===== src/rtl/ram_bus_bridge_pkg.sv =====
// Shared definitions for the core-RAM to valid/ready bus bridge:
// field widths, FSM state codes and the request record.
package ram_bus_bridge_pkg;

   localparam int ADDR_W = 32;
   localparam int DATA_W = 32;
   localparam int STRB_W = 4;

   localparam logic [STRB_W-1:0] RAM_STRB_ALL = 4'hF;

   localparam logic [1:0] ST_IDLE = 2'd0;
   localparam logic [1:0] ST_REQ  = 2'd1;
   localparam logic [1:0] ST_RESP = 2'd2;
   localparam logic [1:0] ST_DONE = 2'd3;

   typedef struct packed {
      logic              write;
      logic [STRB_W-1:0] strb;
      logic [ADDR_W-1:0] addr;
      logic [DATA_W-1:0] wdata;
   } bus_req_t;

   // The bus is word addressed; byte lanes are selected by the strobes.
   function automatic logic [ADDR_W-1:0] word_addr(input logic [ADDR_W-1:0] byte_addr);
      return {byte_addr[ADDR_W-1:2], 2'b00};
   endfunction

endpackage


===== src/rtl/ram_bus_bridge_if.sv =====
// External request/response bus: valid/ready request channel plus a
// single-cycle response strobe that may arrive after any number of wait states.
interface ram_bus_bridge_if;
   import ram_bus_bridge_pkg::*;

   logic              bus_req_valid;
   logic              bus_req_ready;
   logic              bus_req_write;
   logic [STRB_W-1:0] bus_req_strb;
   logic [ADDR_W-1:0] bus_req_addr;
   logic [DATA_W-1:0] bus_req_wdata;
   logic              bus_resp_valid;
   logic [DATA_W-1:0] bus_resp_rdata;

   modport master (
      output bus_req_valid, bus_req_write, bus_req_strb, bus_req_addr, bus_req_wdata,
      input  bus_req_ready, bus_resp_valid, bus_resp_rdata
   );

   modport slave (
      input  bus_req_valid, bus_req_write, bus_req_strb, bus_req_addr, bus_req_wdata,
      output bus_req_ready, bus_resp_valid, bus_resp_rdata
   );

endinterface


===== src/rtl/ram_bus_bridge_timeout_counter.sv =====
// Response-wait counter; tc flags the last cycle the bridge is willing to wait.
module ram_bus_bridge_timeout_counter #(
   parameter int TIMEOUT_CYCLES = 255
) (
   input  logic clk,
   input  logic rst,
   input  logic clear,
   input  logic enable,
   output logic tc
);

   localparam int CNT_W = $clog2(TIMEOUT_CYCLES + 1);
   localparam logic [CNT_W-1:0] TC_VALUE = CNT_W'(TIMEOUT_CYCLES - 1);

   logic [CNT_W-1:0] count_reg;

   always_ff @(posedge clk) begin
      if (rst || clear) begin
         count_reg <= '0;
      end else if (enable) begin
         count_reg <= count_reg + 1'b1;
      end
   end

   assign tc = (count_reg == TC_VALUE);

endmodule


===== src/rtl/ram_bus_bridge.sv =====
// Turns the core's single-cycle RAM port into a wait-state tolerant bus
// access, stalling the core until the response (or a timeout) completes it.
module ram_bus_bridge
   import ram_bus_bridge_pkg::*;
#(
   parameter int                TIMEOUT_CYCLES = 255,
   parameter logic [DATA_W-1:0] ERR_DATA       = 32'hDEADBEEF
) (
   input  logic              clk,
   input  logic              rst,
   input  logic              ram_en,
   input  logic [STRB_W-1:0] ram_write_en,
   input  logic [ADDR_W-1:0] ram_addr,
   input  logic [DATA_W-1:0] ram_write_data,
   output logic [DATA_W-1:0] ram_read_data,
   output logic              core_stall,
   ram_bus_bridge_if.master  bus,
   output logic              bus_error
);

   logic [1:0]        state_reg;
   logic [1:0]        state_next;
   bus_req_t          req_reg;
   logic [DATA_W-1:0] rdata_reg;
   logic              error_reg;

   logic handshake;
   logic resp_hit;
   logic timeout_tc;
   logic timeout_en;
   logic timeout_fire;

   assign handshake    = (state_reg == ST_REQ) && bus.bus_req_ready;
   assign resp_hit     = (state_reg == ST_RESP) && bus.bus_resp_valid;
   assign timeout_en   = (state_reg == ST_RESP) && !bus.bus_resp_valid && !timeout_tc;
   // A response landing on the terminal cycle takes priority over the timeout.
   assign timeout_fire = (state_reg == ST_RESP) && !bus.bus_resp_valid && timeout_tc;

   ram_bus_bridge_timeout_counter #(
      .TIMEOUT_CYCLES(TIMEOUT_CYCLES)
   ) u_timeout (
      .clk    (clk),
      .rst    (rst),
      .clear  (handshake),
      .enable (timeout_en),
      .tc     (timeout_tc)
   );

   always_comb begin
      state_next = state_reg;
      case (state_reg)
         ST_IDLE: if (ram_en) state_next = ST_REQ;
         ST_REQ:  if (bus.bus_req_ready) state_next = ST_RESP;
         ST_RESP: if (resp_hit || timeout_fire) state_next = ST_DONE;
         default: state_next = ST_IDLE;
      endcase
   end

   always_ff @(posedge clk) begin
      if (rst) begin
         state_reg <= ST_IDLE;
      end else begin
         state_reg <= state_next;
      end
   end

   // Core inputs are captured only in IDLE so the core may change them freely while stalled.
   always_ff @(posedge clk) begin
      if (rst) begin
         req_reg   <= '0;
         rdata_reg <= '0;
         error_reg <= 1'b0;
      end else begin
         if ((state_reg == ST_IDLE) && ram_en) begin
            req_reg.write <= |ram_write_en;
            req_reg.strb  <= (|ram_write_en) ? ram_write_en : RAM_STRB_ALL;
            req_reg.addr  <= word_addr(ram_addr);
            req_reg.wdata <= ram_write_data;
         end
         if (resp_hit) begin
            rdata_reg <= bus.bus_resp_rdata;
         end else if (timeout_fire) begin
            rdata_reg <= ERR_DATA;
            error_reg <= 1'b1;
         end
      end
   end

   assign core_stall = ((state_reg == ST_IDLE) && ram_en) ||
                       (state_reg == ST_REQ) || (state_reg == ST_RESP);

   assign bus.bus_req_valid = (state_reg == ST_REQ);
   assign bus.bus_req_write = req_reg.write;
   assign bus.bus_req_strb  = req_reg.strb;
   assign bus.bus_req_addr  = req_reg.addr;
   assign bus.bus_req_wdata = req_reg.wdata;

   assign ram_read_data = rdata_reg;
   assign bus_error     = error_reg;

endmodule


===== src/flat_wrapper.sv =====
// flat-port wrapper written by rule: the top's interface ports become plain ports
module ram_bus_bridge_flat import ram_bus_bridge_pkg::*;
#(
   parameter int                TIMEOUT_CYCLES = 255,
   parameter logic [DATA_W-1:0] ERR_DATA       = 32'hDEADBEEF
)
  (clk, rst, ram_en, ram_write_en, ram_addr, ram_write_data, ram_read_data, core_stall, bus_error, bus_bus_req_valid, bus_bus_req_write, bus_bus_req_strb, bus_bus_req_addr, bus_bus_req_wdata, bus_bus_req_ready, bus_bus_resp_valid, bus_bus_resp_rdata);
  ram_bus_bridge_if bus_i ();
  input  logic clk;
  input  logic rst;
  input  logic ram_en;
  input  logic [STRB_W-1:0] ram_write_en;
  input  logic [ADDR_W-1:0] ram_addr;
  input  logic [DATA_W-1:0] ram_write_data;
  output logic [DATA_W-1:0] ram_read_data;
  output logic core_stall;
  output logic bus_error;
  output wire logic [$bits(bus_i.bus_req_valid)-1:0] bus_bus_req_valid;
  output wire logic [$bits(bus_i.bus_req_write)-1:0] bus_bus_req_write;
  output wire logic [$bits(bus_i.bus_req_strb)-1:0] bus_bus_req_strb;
  output wire logic [$bits(bus_i.bus_req_addr)-1:0] bus_bus_req_addr;
  output wire logic [$bits(bus_i.bus_req_wdata)-1:0] bus_bus_req_wdata;
  input wire logic [$bits(bus_i.bus_req_ready)-1:0] bus_bus_req_ready;
  input wire logic [$bits(bus_i.bus_resp_valid)-1:0] bus_bus_resp_valid;
  input wire logic [$bits(bus_i.bus_resp_rdata)-1:0] bus_bus_resp_rdata;
  assign bus_bus_req_valid = bus_i.bus_req_valid;
  assign bus_bus_req_write = bus_i.bus_req_write;
  assign bus_bus_req_strb = bus_i.bus_req_strb;
  assign bus_bus_req_addr = bus_i.bus_req_addr;
  assign bus_bus_req_wdata = bus_i.bus_req_wdata;
  assign bus_i.bus_req_ready = bus_bus_req_ready;
  assign bus_i.bus_resp_valid = bus_bus_resp_valid;
  assign bus_i.bus_resp_rdata = bus_bus_resp_rdata;
  ram_bus_bridge #(.TIMEOUT_CYCLES(TIMEOUT_CYCLES), .ERR_DATA(ERR_DATA)) u_core (.clk(clk), .rst(rst), .ram_en(ram_en), .ram_write_en(ram_write_en), .ram_addr(ram_addr), .ram_write_data(ram_write_data), .ram_read_data(ram_read_data), .core_stall(core_stall), .bus(bus_i), .bus_error(bus_error));
endmodule

===== config.mk =====
export PLATFORM = sky130hd
export DESIGN_NAME = ram_bus_bridge_flat
export DESIGN_NICKNAME = d
export VERILOG_FILES = /design/src/rtl/ram_bus_bridge_pkg.sv /design/src/rtl/ram_bus_bridge_if.sv /design/src/rtl/ram_bus_bridge_timeout_counter.sv /design/src/rtl/ram_bus_bridge.sv /design/src/flat_wrapper.sv
export SDC_FILE = /design/constraint.sdc
export NUM_CORES = 1
export LEC_CHECK = 0
export ABC_AREA = 1
export BUFFER_PORTS_ARGS = -buffer_cell sky130_fd_sc_hd__buf_2
export CORE_ASPECT_RATIO = 0.5
export CORE_MARGIN = 2
export CORE_UTILIZATION = 45
export CTS_CLUSTER_DIAMETER = 150
export DETAILED_ROUTE_END_ITERATION = 12
export HOLD_SLACK_MARGIN = 0.02
export PLACE_DENSITY = 0.85
export SLEW_MARGIN = 10
export SYNTH_ARGS = -nofsm -noshare
export SYNTH_HDL_FRONTEND = slang
export SYNTH_HIERARCHICAL = 1
export SYNTH_SLANG_ARGS = --single-unit

===== constraint.sdc =====
create_clock -name clk -period 2.6 [get_ports clk]
set_clock_uncertainty 0.2 [all_clocks]
set_input_delay 0.13 -clock clk [delete_from_list [all_inputs] [get_ports clk]]
set_output_delay 0.13 -clock clk [all_outputs]
set_load 0.01 [all_outputs]

==> impl_metrics.csv <==
group,metric,value,unit
synthesis,synth-warning-count,6,
synthesis,synth_area_leader_cell,"dfxtp_1",
clock_tree,tritoncts_sink_count,110,
routing,viasPerCell,4.872,
power,internal_power,0.003743,W
synthesis,synth_cells,569,
global_route,grt_usage,0.2696,
min_path,min_delay_path_depth,6,
clock_tree,clock_insertion_delay_worst_skew,0.34,ns
power,finalPower,0.005785,W
timing,grt_setup_unrepaired,"false",
job,max_cap_viol_count,0,
critical_path,critical_path_arrival,2.52,ns
synthesis,synth-edff-count,0,
routing,detail_route.wl_per_cell,14.28,um
place,place.detailed.hpwl,7411,um
min_path,timing.hold.worst_endpoint,"u_core/state_reg[1]$_SDFFE_PP0P_",
synthesis,synth_most_common_cell,"nor2_1",
global_route,grt_pass1_wl,21790,um
synthesis,synth.distinct_cells,20,
clock_tree,tritoncts,"built",
power,max-vdd-ir-drop,433.8,uV
critical_path,setup.worst_path.start_class,"flip-flop",
critical_path,setup_crit_start,"u_core/u_timeout/count_reg[0]$_SDFFE_PP0P_",
critical_path,critical_path.cell_chain,"inv_1 > ha_1 > nand4_1 > nor3_2 > o21ai_4 > nand2_1 > a21oi_1 > dlygate4sd3_1",
synthesis,postSynth.topFlopCell,"dfxtp_1",
routing,detail_route.wirelength,14180,um
critical_path,critPathRequiredTime,2.69,ns
die,die_w,140.5,um
timing,layout_worst_path_cycle_share,0.9364,
critical_path,regToRegSetupSlack,0.17,ns
timing,min_period,2.435,ns
clock_tree,clock_pin_slew_on_the_worst_setup_and_hold_paths,0.07,ns
min_path,min_from,"ram_en",
place,place_area,5273,um2
timing,finalSetupViolCount,0,
power,swShare,0.3531,
die,fp.dieArea,10150,um2
routing,vias,4838,
synthesis,synth.top_cells.by_area,"dfxtp_1 53%, nor2_1 13%, o21ai_0 8.8%",
place,port-buffer-count,204,
critical_path,worst_r2r_endpoint,"u_core/ram_read_data[4]$_SDFFE_PP0P_",
critical_path,regToRegStartpoint,"u_core/u_timeout/count_reg[0]$_SDFFE_PP0P_",
power,cellLeakagePower,3.432,nW
synthesis,netlist_area,4193,um2
critical_path,crit_path_top_delay_cell,"dlygate4sd3_1",
timing,achievable-frequency,410.8,MHz
routing,detail-route-antenna-nets,0,
critical_path,slowest_delay,0.56,ns
layout,fraction_of_final_layout_cells_sized_beyond_drive_strength_1,0.2715,
critical_path,critical_path_peak_fanout,16,
die,die_h,72.26,um
synthesis,ys_async_sr_fraction,0,
power,combinational_share_of_power,0.353,
global_route,globalRoute.totalOverflow,0,
power,netSwitchingPower,0.002042,W
clock_tree,cts_root_buffer,"clkbuf_16",
routing,drtIter0Drc,446,
clock_tree,cts_setup_buffers,0,
layout,num-nets-final,978,
timing,aggregate_negative_setup_slack,0,ns
global_route,first_global_vias,4614,
critical_path,critPathKind,"flip-flop to flip-flop",
layout,fin_util,0.7524,
die,io-pin-count,209,
synthesis,post-synth-top-area-fraction,0.5252,
die,start_util,0.4717,
critical_path,reg2reg_depth,8,
timing,final_hold_viol_count,0,
timing,fin_worst_hold_slack,0.03215,ns
layout,layout-area-overhead-vs-synth,59.50,%
power,power-per-cell-area,865.0,nW/um2
min_path,timing.hold.worst.class,"primary input to flip-flop",
die,design.core.area,8889,um2
outcome,status,"finished clean",
critical_path,endpoint_kind,"flip-flop",
synthesis,syn_area_per_cell,7.369,um2
synthesis,number_of_synthesized_register_bits,110,
layout,finalInstanceArea,6688,um2
timing,slew_violations,0,
clock_tree,max-clock-path-buffers,2,
die,placementRows,24,
routing,drc_errors,0,
power,seq_power_share,0.391,
global_route,grt_start_max_net_pins,37,
global_route,antenna_found_initial,0,
routing,drt-pass1-iter-count,5,
clock_tree,depth_of_the_cts_h_tree,3,
synthesis,synth_seq_area_share,0.5252,
power,p_clk_frac,0.256,
clock_tree,cts-buffers-inserted,9,
place,routabilityCongestion,0.7733,
synthesis,synth_commonest_cells,"149 x nor2_1, 110 x dfxtp_1, 87 x nand2_1",
## stage by stage
stage                     cells  worst slack (ns)
after global routing        990            0.1039
final                       993            0.1654
after global placement      867            0.5912
after floorplan             570            0.7654
after detailed placement    867            0.5186
after CTS                   990            0.1310
## power groups by stage
stage,combinational (W),sequential (W),clock [W]
floorplan,0.000977,0.00245,0
global placement,0.00177,0.00226,0
detailed placement,0.00181,0.00228,0
CTS,0.00195,0.00224,0.00151
global route,0.00224,0.00230,0.00157
finish,0.00204,0.00226,0.00148
## per-layer routing
layer / GRT usage / vias up / routed length, um
met5: 0 / - / 0
met1: 0.2809 / 2199 / 5316
met2: 0.5305 / 224 / 7510
met3: 0.05545 / 41 / 913
li1: - / 2374 / -
met4: 0.1300 / 0 / 442
## final cells by class
class                   count  area [um2]
flip-flops and latches    110        2202
fillers                   596        2201
repair buffers            319        2152
multi-input cells         376        1660
clock buffers              11       242.7
inverters                  52       195.2
well taps                 117       146.4
clock inverters             5       81.33
diodes                      3       7.507
## worst max-delay path, delay by kind of cell (launching register included)
kind / cells / cell delay (ns)
buffers and inverters: 2 / 0.62
AO/OA/AOI/OAI: 2 / 0.61
flip-flops: 1 / 0.41
AND/OR/NAND/NOR: 3 / 0.34
adder cells (fa/ha/maj): 1 / 0.19
## worst max-delay path by stage
stage | end | slack [ns] | depth (start not counted)
after floorplan | u_core/u_timeout/count_reg[6]$_SDFFE_PP0P_ | 0.77 | 12
final | u_core/ram_read_data[4]$_SDFFE_PP0P_ | 0.17 | 8
after global placement | u_core/u_timeout/count_reg[6]$_SDFFE_PP0P_ | 0.59 | 12
after CTS | u_core/ram_read_data[4]$_SDFFE_PP0P_ | 0.13 | 8
after global routing | u_core/ram_read_data[4]$_SDFFE_PP0P_ | 0.10 | 8
after detailed placement | u_core/u_timeout/count_reg[6]$_SDFFE_PP0P_ | 0.52 | 12
## cell usage in the layout, fill, tap and decap left out, drive strengths merged
| cell type | instances |
|---|---|
| nand3 | 25 |
| conb | 2 |
| a21oi | 23 |
| nor3 | 2 |
| nand4 | 5 |
| o21ai | 75 |
| clkinvlp | 1 |
| clkinv | 1 |
| diode | 3 |
| dlygate4sd3 | 107 |
| nand2 | 89 |
| dfxtp | 110 |
| bufinv | 2 |
| inv | 53 |
| nor2 | 150 |
| buf | 212 |
| ha | 5 |
| clkbuf | 11 |
## cells by family (layout without fill, tap and decap cells)
group / count (synthesis) / in the layout / share of synthesized area
simple gates: 271 / 271 / 0.2578
flops: 110 / 110 / 0.5252
compound gates: 98 / 98 / 0.1179
buf+inv: 84 / 387 / 0.08326
fa+ha+maj: 5 / 5 / 0.01492
other cells: 1 / 5 / 0.0008944
## what timing repair did
action                                 CTS  global route
endpoints found under the hold margin  100             0
setup endpoints to repair                0             8
resized for setup                        0             2
hold buffers                           107             0
Note: power is estimated with default switching activity, not from simulation.
